$ cat src/rtl/pwm_hbridge_dt_pkg.sv
// rtl/pwm_hbridge_dt_pkg.sv - shared constants, sample clamp and parameter legality check
package pwm_pkg;

  localparam int MODE_BD = 0;
  localparam int MODE_AD = 1;

  // Wide arithmetic so clamping the most negative IN_W sample cannot overflow.
  function automatic longint clamp(input longint v, input longint lim);
    longint r;
    r = v;
    if (v > lim) r = lim;
    if (v < -lim) r = -lim;
    return r;
  endfunction

  function automatic bit params_ok(input int half, input int cnt_w, input int in_w,
                                   input int deadtime, input int mode);
    return (half > 0) && (cnt_w > 0) && (cnt_w < 31) && ((1 << cnt_w) > 2 * half) &&
           (in_w >= 2) && (in_w < 64) && (deadtime >= 0) && (deadtime < half) &&
           ((mode == MODE_BD) || (mode == MODE_AD));
  endfunction

endpackage

$ cat src/rtl/pwm_hbridge_dt_if.sv
// rtl/pwm_hbridge_dt_if.sv - sample/enable inputs and gate outputs of the H-bridge modulator
interface pwm_hbridge_dt_if #(
  parameter int IN_W = 32
);
  logic                   en;
  logic signed [IN_W-1:0] sample;
  logic                   period_start;
  logic                   sat;
  logic                   ha_hi;
  logic                   ha_lo;
  logic                   hb_hi;
  logic                   hb_lo;

  modport master (
    output en, sample,
    input  period_start, sat, ha_hi, ha_lo, hb_hi, hb_lo
  );

  modport slave (
    input  en, sample,
    output period_start, sat, ha_hi, ha_lo, hb_hi, hb_lo
  );
endinterface

$ cat src/rtl/pwm_hbridge_dt_deadtime.sv
// rtl/pwm_hbridge_dt_deadtime.sv - per-leg dead-time: a gate turns on only after the ideal level has held DEADTIME cycles
module pwm_deadtime #(
  parameter int DEADTIME = 2
) (
  input  logic clk,
  input  logic rst,
  input  logic en,
  input  logic ideal,
  output logic hi,
  output logic lo
);
  localparam int RW = (DEADTIME < 1) ? 1 : $clog2(DEADTIME + 1);
  localparam logic [RW-1:0] DT_MAX = RW'(DEADTIME);

  logic [RW-1:0] prev_run;
  logic [RW-1:0] run;
  logic          ideal_d;
  logic          en_q;
  logic          dt_done;

  // run = cycles the current ideal level has already held, saturating at DEADTIME.
  always_comb begin
    run = '0;
    if (en_q && (ideal == ideal_d)) begin
      if (prev_run >= DT_MAX) run = DT_MAX;
      else                    run = prev_run + 1'b1;
    end
  end

  assign dt_done = (run >= DT_MAX);

  always_ff @(posedge clk or posedge rst) begin
    if (rst) begin
      en_q     <= 1'b0;
      ideal_d  <= 1'b0;
      prev_run <= '0;
    end else if (!en) begin
      en_q     <= 1'b0;
      ideal_d  <= 1'b0;
      prev_run <= '0;
    end else begin
      en_q     <= 1'b1;
      ideal_d  <= ideal;
      prev_run <= run;
    end
  end

  // Opposite polarities of ideal make hi and lo mutually exclusive by construction.
  assign hi = en_q &  ideal & dt_done;
  assign lo = en_q & ~ideal & dt_done;
endmodule

$ cat src/rtl/pwm_hbridge_dt.sv
// rtl/pwm_hbridge_dt.sv - center-aligned two-leg H-bridge PWM with BD/AD modulation and dead-time
module pwm_hbridge_dt
  import pwm_pkg::*;
#(
  parameter int HALF     = 20,
  parameter int CNT_W    = 8,
  parameter int IN_W     = 32,
  parameter int DEADTIME = 2,
  parameter int MODE     = 0
) (
  input  logic            clk,
  input  logic            rst,
  pwm_hbridge_dt_if.slave bus
);
  localparam logic [CNT_W-1:0] LAST   = CNT_W'(2 * HALF - 1);
  localparam logic [CNT_W:0]   HALF_W = (CNT_W + 1)'(HALF);

  if (!params_ok(HALF, CNT_W, IN_W, DEADTIME, MODE)) begin : g_bad_params
    $error("pwm_hbridge_dt: illegal HALF/CNT_W/IN_W/DEADTIME/MODE combination");
  end

  logic signed [IN_W-1:0] smp;
  logic [CNT_W-1:0]       count;
  logic [CNT_W-1:0]       k_a;
  logic [CNT_W-1:0]       k_b;
  logic [CNT_W-1:0]       k_a_nxt;
  logic [CNT_W-1:0]       k_b_nxt;
  logic [CNT_W:0]         win_lo_a, win_hi_a, win_lo_b, win_hi_b;
  logic                   cmp_a, cmp_b;
  logic                   ideal_a, ideal_b;
  logic                   do_latch;
  logic                   sat_q;
  logic                   ps_q;
  longint                 s_ext;
  longint                 x;

  assign smp      = bus.sample;
  assign do_latch = bus.en && (count == LAST);

  always_comb begin
    s_ext   = longint'(smp);
    x       = clamp(s_ext, longint'(HALF));
    k_a_nxt = '0;
    k_b_nxt = '0;
    if (MODE == MODE_AD) begin
      // HALF + x is never negative, so the shift is an exact floor.
      k_a_nxt = CNT_W'((longint'(HALF) + x) >>> 1);
      k_b_nxt = CNT_W'(HALF) - k_a_nxt;
    end else if (x > 0) begin
      k_a_nxt = CNT_W'(x);
    end else begin
      k_b_nxt = CNT_W'(-x);
    end
  end

  // Window [HALF-k, HALF+k) is centred on count==HALF; k==HALF covers the whole period.
  always_comb begin
    win_lo_a = HALF_W - {1'b0, k_a};
    win_hi_a = HALF_W + {1'b0, k_a};
    win_lo_b = HALF_W - {1'b0, k_b};
    win_hi_b = HALF_W + {1'b0, k_b};
    cmp_a    = ({1'b0, count} >= win_lo_a) && ({1'b0, count} < win_hi_a);
    cmp_b    = ({1'b0, count} >= win_lo_b) && ({1'b0, count} < win_hi_b);
  end

  always_ff @(posedge clk or posedge rst) begin
    if (rst) begin
      count   <= LAST;
      k_a     <= '0;
      k_b     <= '0;
      sat_q   <= 1'b0;
      ps_q    <= 1'b0;
      ideal_a <= 1'b0;
      ideal_b <= 1'b0;
    end else begin
      ps_q    <= (count == '0);
      ideal_a <= bus.en && cmp_a;
      ideal_b <= bus.en && cmp_b;
      if (!bus.en)            count <= LAST;
      else if (count == LAST) count <= '0;
      else                    count <= count + 1'b1;
      // Both legs reload on the same edge so the bridge never mixes two samples.
      if (do_latch) begin
        k_a   <= k_a_nxt;
        k_b   <= k_b_nxt;
        sat_q <= (x != s_ext);
      end
    end
  end

  assign bus.period_start = ps_q;
  assign bus.sat          = sat_q;

  pwm_deadtime #(.DEADTIME(DEADTIME)) u_dt_a (
    .clk   (clk),
    .rst   (rst),
    .en    (bus.en),
    .ideal (ideal_a),
    .hi    (bus.ha_hi),
    .lo    (bus.ha_lo)
  );

  pwm_deadtime #(.DEADTIME(DEADTIME)) u_dt_b (
    .clk   (clk),
    .rst   (rst),
    .en    (bus.en),
    .ideal (ideal_b),
    .hi    (bus.hb_hi),
    .lo    (bus.hb_lo)
  );
endmodule

$ cat src/flat_wrapper.sv
// flat-port wrapper written by rule: the top's interface ports become plain ports
module pwm_hbridge_dt_flat import pwm_pkg::*;
#(
  parameter int HALF     = 20,
  parameter int CNT_W    = 8,
  parameter int IN_W     = 32,
  parameter int DEADTIME = 2,
  parameter int MODE     = 0
)
  (clk, rst, bus_en, bus_sample, bus_period_start, bus_sat, bus_ha_hi, bus_ha_lo, bus_hb_hi, bus_hb_lo);
  pwm_hbridge_dt_if #(.IN_W(IN_W)) bus_i ();
  input  logic clk;
  input  logic rst;
  input wire logic [$bits(bus_i.en)-1:0] bus_en;
  input wire logic [$bits(bus_i.sample)-1:0] bus_sample;
  output wire logic [$bits(bus_i.period_start)-1:0] bus_period_start;
  output wire logic [$bits(bus_i.sat)-1:0] bus_sat;
  output wire logic [$bits(bus_i.ha_hi)-1:0] bus_ha_hi;
  output wire logic [$bits(bus_i.ha_lo)-1:0] bus_ha_lo;
  output wire logic [$bits(bus_i.hb_hi)-1:0] bus_hb_hi;
  output wire logic [$bits(bus_i.hb_lo)-1:0] bus_hb_lo;
  assign bus_i.en = bus_en;
  assign bus_i.sample = bus_sample;
  assign bus_period_start = bus_i.period_start;
  assign bus_sat = bus_i.sat;
  assign bus_ha_hi = bus_i.ha_hi;
  assign bus_ha_lo = bus_i.ha_lo;
  assign bus_hb_hi = bus_i.hb_hi;
  assign bus_hb_lo = bus_i.hb_lo;
  pwm_hbridge_dt #(.HALF(HALF), .CNT_W(CNT_W), .IN_W(IN_W), .DEADTIME(DEADTIME), .MODE(MODE)) u_core (.clk(clk), .rst(rst), .bus(bus_i));
endmodule
$ cat config.mk
export PLATFORM = sky130hd
export DESIGN_NAME = pwm_hbridge_dt_flat
export DESIGN_NICKNAME = d
export VERILOG_FILES = /design/src/rtl/pwm_hbridge_dt_pkg.sv /design/src/rtl/pwm_hbridge_dt_if.sv /design/src/rtl/pwm_hbridge_dt_deadtime.sv /design/src/rtl/pwm_hbridge_dt.sv /design/src/flat_wrapper.sv
export SDC_FILE = /design/constraint.sdc
export NUM_CORES = 1
export LEC_CHECK = 0
export ABC_CLOCK_PERIOD_IN_PS = 2200
export CAP_MARGIN = 20
export CORE_MARGIN = 2
export CORE_UTILIZATION = 40
export DETAILED_ROUTE_END_ITERATION = 10
export HOLD_SLACK_MARGIN = 0.15
export PLACE_DENSITY = 0.63
export REMOVE_ABC_BUFFERS = 1
export SYNTH_ARGS = -nofsm -noshare
export SYNTH_HDL_FRONTEND = slang
export SYNTH_HIERARCHICAL = 1
export SYNTH_SLANG_ARGS = --single-unit
$ cat constraint.sdc
create_clock -name clk -period 2.2 [get_ports clk]
set_input_delay 0.22 -clock clk [delete_from_list [all_inputs] [get_ports clk]]
set_output_delay 0.22 -clock clk [all_outputs]
set_load 0.05 [all_outputs]
==> results.txt, run 1 <==
P_leak -> 1.84 nW
async set or reset register ratio after synthesis -> 100%
endpoints failing setup -> 0
Arr. time, crit path -> 2.32 ns
Total GRT Usage -> 18.1%
Layout area overhead -> 43.3%
hold violation total from the final report -> 0
Max-slew headroom -> 66.4%
critical path class -> reg -> reg
initial antenna violation count -> 0
TritonCTS clock tree -> yes
post-synthesis simple-gate area fraction -> 21.5%
clock period minus worst slack -> 2.17 ns
Worst R2R Start -> u_core/k_a[2]$_DFFE_PP0P_
DP Worst Slack -> -0.516 ns
Slew @ Worst Pin -> 0.503 ns
mapped cell area -> 2770 µm²
critical path capture point type -> flip-flop
residual DRC count -> 0
commonest non-fill, non-tap cell in the layout -> buf_4
GPL Wtd Cong -> 0.823
most frequent cells in the layout -> buf_4, ha_1, nand2_1, dfrtp_1, clkdlybuf4s50_1
CP startpoint kind -> flip-flop
initial core utilization -> 41.0%
Avg Inst Size Synth -> 9.02 µm²
diodes inserted -> 0
Clock Latency Late Sink -> 0.28 ns
# rows -> 30
PortBufs -> 40
Compound-Gate Fraction of Synth Area -> 14.1%
Max-Cap Viols -> 0
DR vias -> 2514
global route overflow -> 0
critical path fanouts, max -> 5
Nets -> 482
CTS buffer count -> 5
Via-to-Cell Ratio -> 5.16
worst hold path type -> in -> async
Final Max Slew Viols -> 0
CTS max path bufs -> 2
wire per inst -> 13.6 µm
Post-Route WL -> 6650 µm
Final TNS setup -> 0 ns
Post-synth top flop -> dfrtp_1
first-pass GRT wire length -> 11000 µm
Cell Pwr Density -> 879 nW/µm²
largest net degree at the start of global routing -> 29
hpwl dp -> 5270 µm
core area -> 6760 µm²
Power Total -> 0.00349 W
FF+latch count, synth -> 36
Clock Sinks -> 36
Die Ht -> 87.2 µm
mux cell area share after synthesis -> 0%
CTS root buf -> clkbuf_8
clk_skew -> 0.00865 ns
RSZ-0062 raised after global routing -> true
H-tree Lvls -> 2
vias in the first global route -> 2533
cell count after synthesis -> 307
die width -> 87.2 µm
CP startpoint -> u_core/k_a[2]$_DFFE_PP0P_
Yosys Warn Count -> 6
Crit path required time -> 2.35 ns
main combinational cell family by area after synthesis -> simple AND/OR/NAND/NOR gates
CTS Hold Bufs -> 0
Max IR drop VDD -> 0.350 mV
post-synth cell types -> 45
router iterations before antenna repair -> 4
fin util -> 58.7%
layout cells sized above 1 -> 29.0%
Synth Area in Adders -> 18.5%
EDFF count, synth -> 0
max frequency -> 0.460 GHz
clk slew on worst S/H paths -> 0.07 ns
Final WS setup -> 0.0267 ns
Synth Area in XOR/XNOR -> 9.49%
final cycle utilization of the critical path -> 98.8%
# IOs -> 41
Seq/Total Area, Yosys -> 32.7%
status -> completed
initial DRC count -> 61
full die area -> 7610 µm²
Final ANT Viol Nets -> 0
metrics by stage:
| stage | std cells | area [µm²] | hold slack [ns] |
|---|---|---|---|
| 6_report | 487 | 3970 | 0.179 |
| 4_1_cts | 486 | 3840 | 0.185 |
| 3_5_place_dp | 476 | 3660 | 0.430 |
| 2_1_floorplan | 300 | 2740 | -0.0139 |
| 3_3_place_gp | 476 | 3660 | 0.423 |
| 5_1_grt | 487 | 3970 | 0.201 |
logic make-up after synthesis:
| family | after synthesis |
|---|---|
| and+or+nand+nor | 112 |
| AOI/OAI and AO/OA | 62 |
| adders and majority gates | 41 |
| DFF | 36 |
| xor gates and xnor gates | 30 |
| buffers and inverters | 26 |
path summary, 6_finish.rpt:
kind | to | slack, ns | cells after the start
max reg2reg | u_core/ideal_a$_DFF_PP0_ | 0.03 | 10
max | u_core/ideal_a$_DFF_PP0_ | 0.03 | 10
min reg2reg | u_core/u_dt_a/prev_run[0]$_DFF_PP0_ | 0.44 | 1
min | u_core/u_dt_b/en_q$_DFF_PP0_ | 0.18 | 2
min in group clk | u_core/u_dt_a/prev_run[0]$_DFF_PP0_ | 0.44 | 1
max in group asynchronous | u_core/count[0]$_DFF_PP1_ | 1.52 | 3
cell usage after synthesis, types with 7 or more instances:
cell | n | area [µm²]
inv_1 | 19 | 71.3
o21ai_0 | 22 | 110
nand2_1 | 33 | 124
nor2_1 | 21 | 78.8
nand4_1 | 7 | 43.8
a21oi_1 | 16 | 80.1
ha_1 | 41 | 513
nand3_1 | 7 | 35.0
nor4_1 | 7 | 43.8
xnor2_1 | 12 | 105
dfrtp_1 | 32 | 801
xor2_1 | 18 | 158
what timing repair did:
| action | in CTS | in global routing |
|---|---|---|
| buffers inserted | 2 | 1 |
| endpoints found under the setup margin | 11 | 11 |
| gates resized for setup | 30 | 37 |
| pin swaps | 14 | 17 |
sequential cells by signal (all words and copies together) (netlist names):
register                 count
u_core/u_dt_a/prev_run       2
u_core/bus.sat               1
u_core/u_dt_b/en_q           1
u_core/k_b                   8
u_core/u_dt_b/ideal_d        1
u_core/bus.period_start      1
u_core/ideal_a               1
u_core/count                 8
u_core/u_dt_a/en_q           1
u_core/ideal_b               1
u_core/u_dt_b/prev_run       2
u_core/k_a                   8
u_core/u_dt_a/ideal_d        1
worst max-delay path: stages (launching register included):
cell and delay, ns:
dfrtp_2 0.45, ha_2 0.22, a21oi_4 0.21, a21oi_2 0.08
xor2_1 0.15, ha_2 0.17, or4_4 0.44, nor2_2 0.12
a21oi_1 0.04, nand4b_1 0.11, a2111oi_2 0.05
area by class of cell:
class | instances | area (µm²)
Fill cell | 602 | 2790
Multi-Input combinational cell | 245 | 1940
Sequential cell | 36 | 907
Timing Repair Buffer | 99 | 865
Tap cell | 80 | 100
Clock buffer | 8 | 90.1
Inverter | 19 | 71.3
per-layer routing:
metal,track usage [%],wire length (µm),vias up
met3,2.94,235,8
met5,0,0,-
met2,33.9,3470,57
li1,-,-,1290
met4,5.45,91,0
met1,21.0,2850,1159
where the power goes:
part	total, W	internal [W]	switching [W]	leakage [nW]
clock network	0.000476	0.000255	0.000221	0.0455
registers	0.000946	0.000812	0.000135	0.470
logic	0.00207	0.00103	0.00104	1.33
Power figures use the tool's default switching activity.
==> inputs of run 2 (changes only) <==
TNS_END_PERCENT = 10   (was not set)
==> results.txt, run 2 (synthesis results as in run 1) <==
status -> finished, violations left
failing checks -> setup timing
PortBufs -> 40
initial antenna violation count -> 0
CP startpoint kind -> flip-flop
Final ANT Viol Nets -> 0
Clk pwr share -> 13.7%
Layout area overhead -> 40.0%
first-pass GRT wire length -> 10900 µm
H-tree Lvls -> 2
worst reg2reg path depth -> 8
internal power -> 0.00208 W
most common cell type on the critical path -> ha_1
max frequency -> 0.448 GHz
slowest stage delay, CP -> 0.45 ns
Max-slew headroom -> 66.4%
Total GRT Usage -> 17.8%
critical path class -> reg -> reg
clk_skew -> 0.00890 ns
clock period minus worst slack -> 2.23 ns
Nets -> 481
Worst R2R Start -> u_core/k_a[2]$_DFFE_PP0P_
initial DRC count -> 67
area of the multi-input gates -> 1880 µm²
CTS buffer count -> 5
die width -> 87.2 µm
diodes inserted -> 0
layout cells sized above 1 -> 25.4%
Cell Pwr Density -> 897 nW/µm²
# IOs -> 41
Die Ht -> 87.2 µm
# rows -> 30
placed inst area -> 3660 µm²
wire per inst -> 13.3 µm
hold violation total from the final report -> 0
P_sw -> 0.00140 W
largest net degree at the start of global routing -> 29
critical path capture point type -> flip-flop
CTS max path bufs -> 2
final cycle utilization of the critical path -> 102%
vias in the first global route -> 2510
TritonCTS clock tree -> yes
Largest regs -> u_core/count x8, u_core/k_a x8, u_core/k_b x8
Crit path buffers/inverters -> 0
placed cells -> 476
Net Sw Frac -> 40.2%
fin util -> 57.4%
commonest non-fill, non-tap cell in the layout -> buf_4
Seq. cell area -> 906 µm²
Post-Route WL -> 6440 µm
Clock Sinks -> 36
Finished Layout Cells -> 486
smallest hold slack -> 0.178 ns
P_leak -> 1.78 nW
Slew @ Worst Pin -> 0.503 ns
Via-to-Cell Ratio -> 5.19
core area -> 6760 µm²
global route overflow -> 0
Top delay family on crit path -> compound AO/OA/AOI/OAI gates
Crit path required time -> 2.34 ns
endpoints failing setup -> 1
Seq pwr share -> 27.0%
clk slew on worst S/H paths -> 0.07 ns
FILL cells -> 622
worst hold path type -> in -> async
Arr. time, crit path -> 2.37 ns
Clock Latency Late Sink -> 0.28 ns
RSZ-0062 raised after global routing -> true
full die area -> 7610 µm²
DR vias -> 2522
Final Max Slew Viols -> 0
router iterations before antenna repair -> 4
Final WS setup -> -0.0336 ns
worst reg2reg path endpoint -> u_core/ideal_a$_DFF_PP0_
Slowest-stage cell, CP -> or4_4
R2R Setup Slk -> -0.03 ns
GPL Wtd Cong -> 0.823
hpwl dp -> 5270 µm
critical path fanouts, max -> 5
final design instance area without fill -> 3880 µm²
worst path cell trace -> ha_1 > a21oi_4 > a21oi_2 > xor2_1 > ha_1 > or4_4 > a211oi_4 > a2111oi_2
CTS Hold Bufs -> 0
CTS root buf -> clkbuf_8
Max-Cap Viols -> 0
most frequent cells in the layout -> buf_4, ha_1, clkdlybuf4s50_1, dfrtp_1, nand2_1
Comb pwr share -> 59.3%
initial core utilization -> 41.0%
residual DRC count -> 0
Max IR drop VDD -> 0.326 mV
Power Total -> 0.00348 W
[run 2: metal layers]
metal / vias to the layer above / track usage, % / wire length [µm]
met2: 57 / 33.2 / 3280
met1: 1172 / 20.8 / 2830
li1: 1285 / - / -
met5: - / 0 / 0
met4: 0 / 5.45 / 95
met3: 8 / 2.94 / 236
[run 2: area by class of cell]
class,count,area share (%)
clock buffer,8,2.32
sequential,36,23.4
inverter,19,1.84
tap,80,2.58
timing repair buffer,98,21.5
multi-input combinational,245,48.4
[run 2: worst max-delay path by stage]
stage                               from                        end  slack, ns  depth (start not counted)
2_1_floorplan             bus_sample[15]  u_core/k_b[1]$_DFFE_PP0P_      -0.02                         10
3_3_place_gp              bus_sample[15]  u_core/k_b[3]$_DFFE_PP0P_      -0.48                         11
3_5_place_dp              bus_sample[15]  u_core/k_b[1]$_DFFE_PP0P_      -0.52                         11
4_1_cts        u_core/k_a[2]$_DFFE_PP0P_   u_core/ideal_a$_DFF_PP0_      -0.02                         11
5_1_grt        u_core/k_a[2]$_DFFE_PP0P_   u_core/ideal_a$_DFF_PP0_      -0.14                         10
6_report       u_core/k_a[2]$_DFFE_PP0P_   u_core/ideal_a$_DFF_PP0_      -0.03                          8
[run 2: power by group through the flow]
stage,Sequential [W],Clock [W],Combinational [W]
detailed placement,0.000948,0,0.00180
CTS,0.000942,0.000486,0.00190
floorplan,0.00102,0,0.00102
global placement,0.000943,0,0.00175
global route,0.000964,0.000511,0.00234
finish,0.000940,0.000477,0.00206
[run 2: through the flow]
step	setup TNS (ns)	worst slack (ns)
6_report	-0.0336	-0.0336
5_1_grt	-0.955	-0.145
4_1_cts	-0.0160	-0.0160
3_5_place_dp	-4.19	-0.516
3_3_place_gp	-3.84	-0.478
2_1_floorplan	-0.0489	-0.0244
[run 2: what timing repair did]
item                                   in CTS  in global routing
gates resized for setup                    19                 21
setup endpoints to repair                  11                 11
endpoints found under the hold margin       0                  0
buffers inserted                            2                  0
pin swaps                                  10                  8
[run 2: worst reg2reg max path, delay by kind of cell (launching register included)]
family / cells / cell delay, ns
AO/OA/AOI/OAI: 4 / 0.61
AND/OR/NAND/NOR: 1 / 0.45
flip-flops: 1 / 0.44
adder cells (fa/ha/maj): 2 / 0.44
XOR/XNOR: 1 / 0.15
==> inputs of run 3 (changes only) <==
GPL_ROUTABILITY_DRIVEN = 0   (was not set)
==> results of run 3 <==
Same layout as run 2: the final DEF is identical, and so are final timing and power.
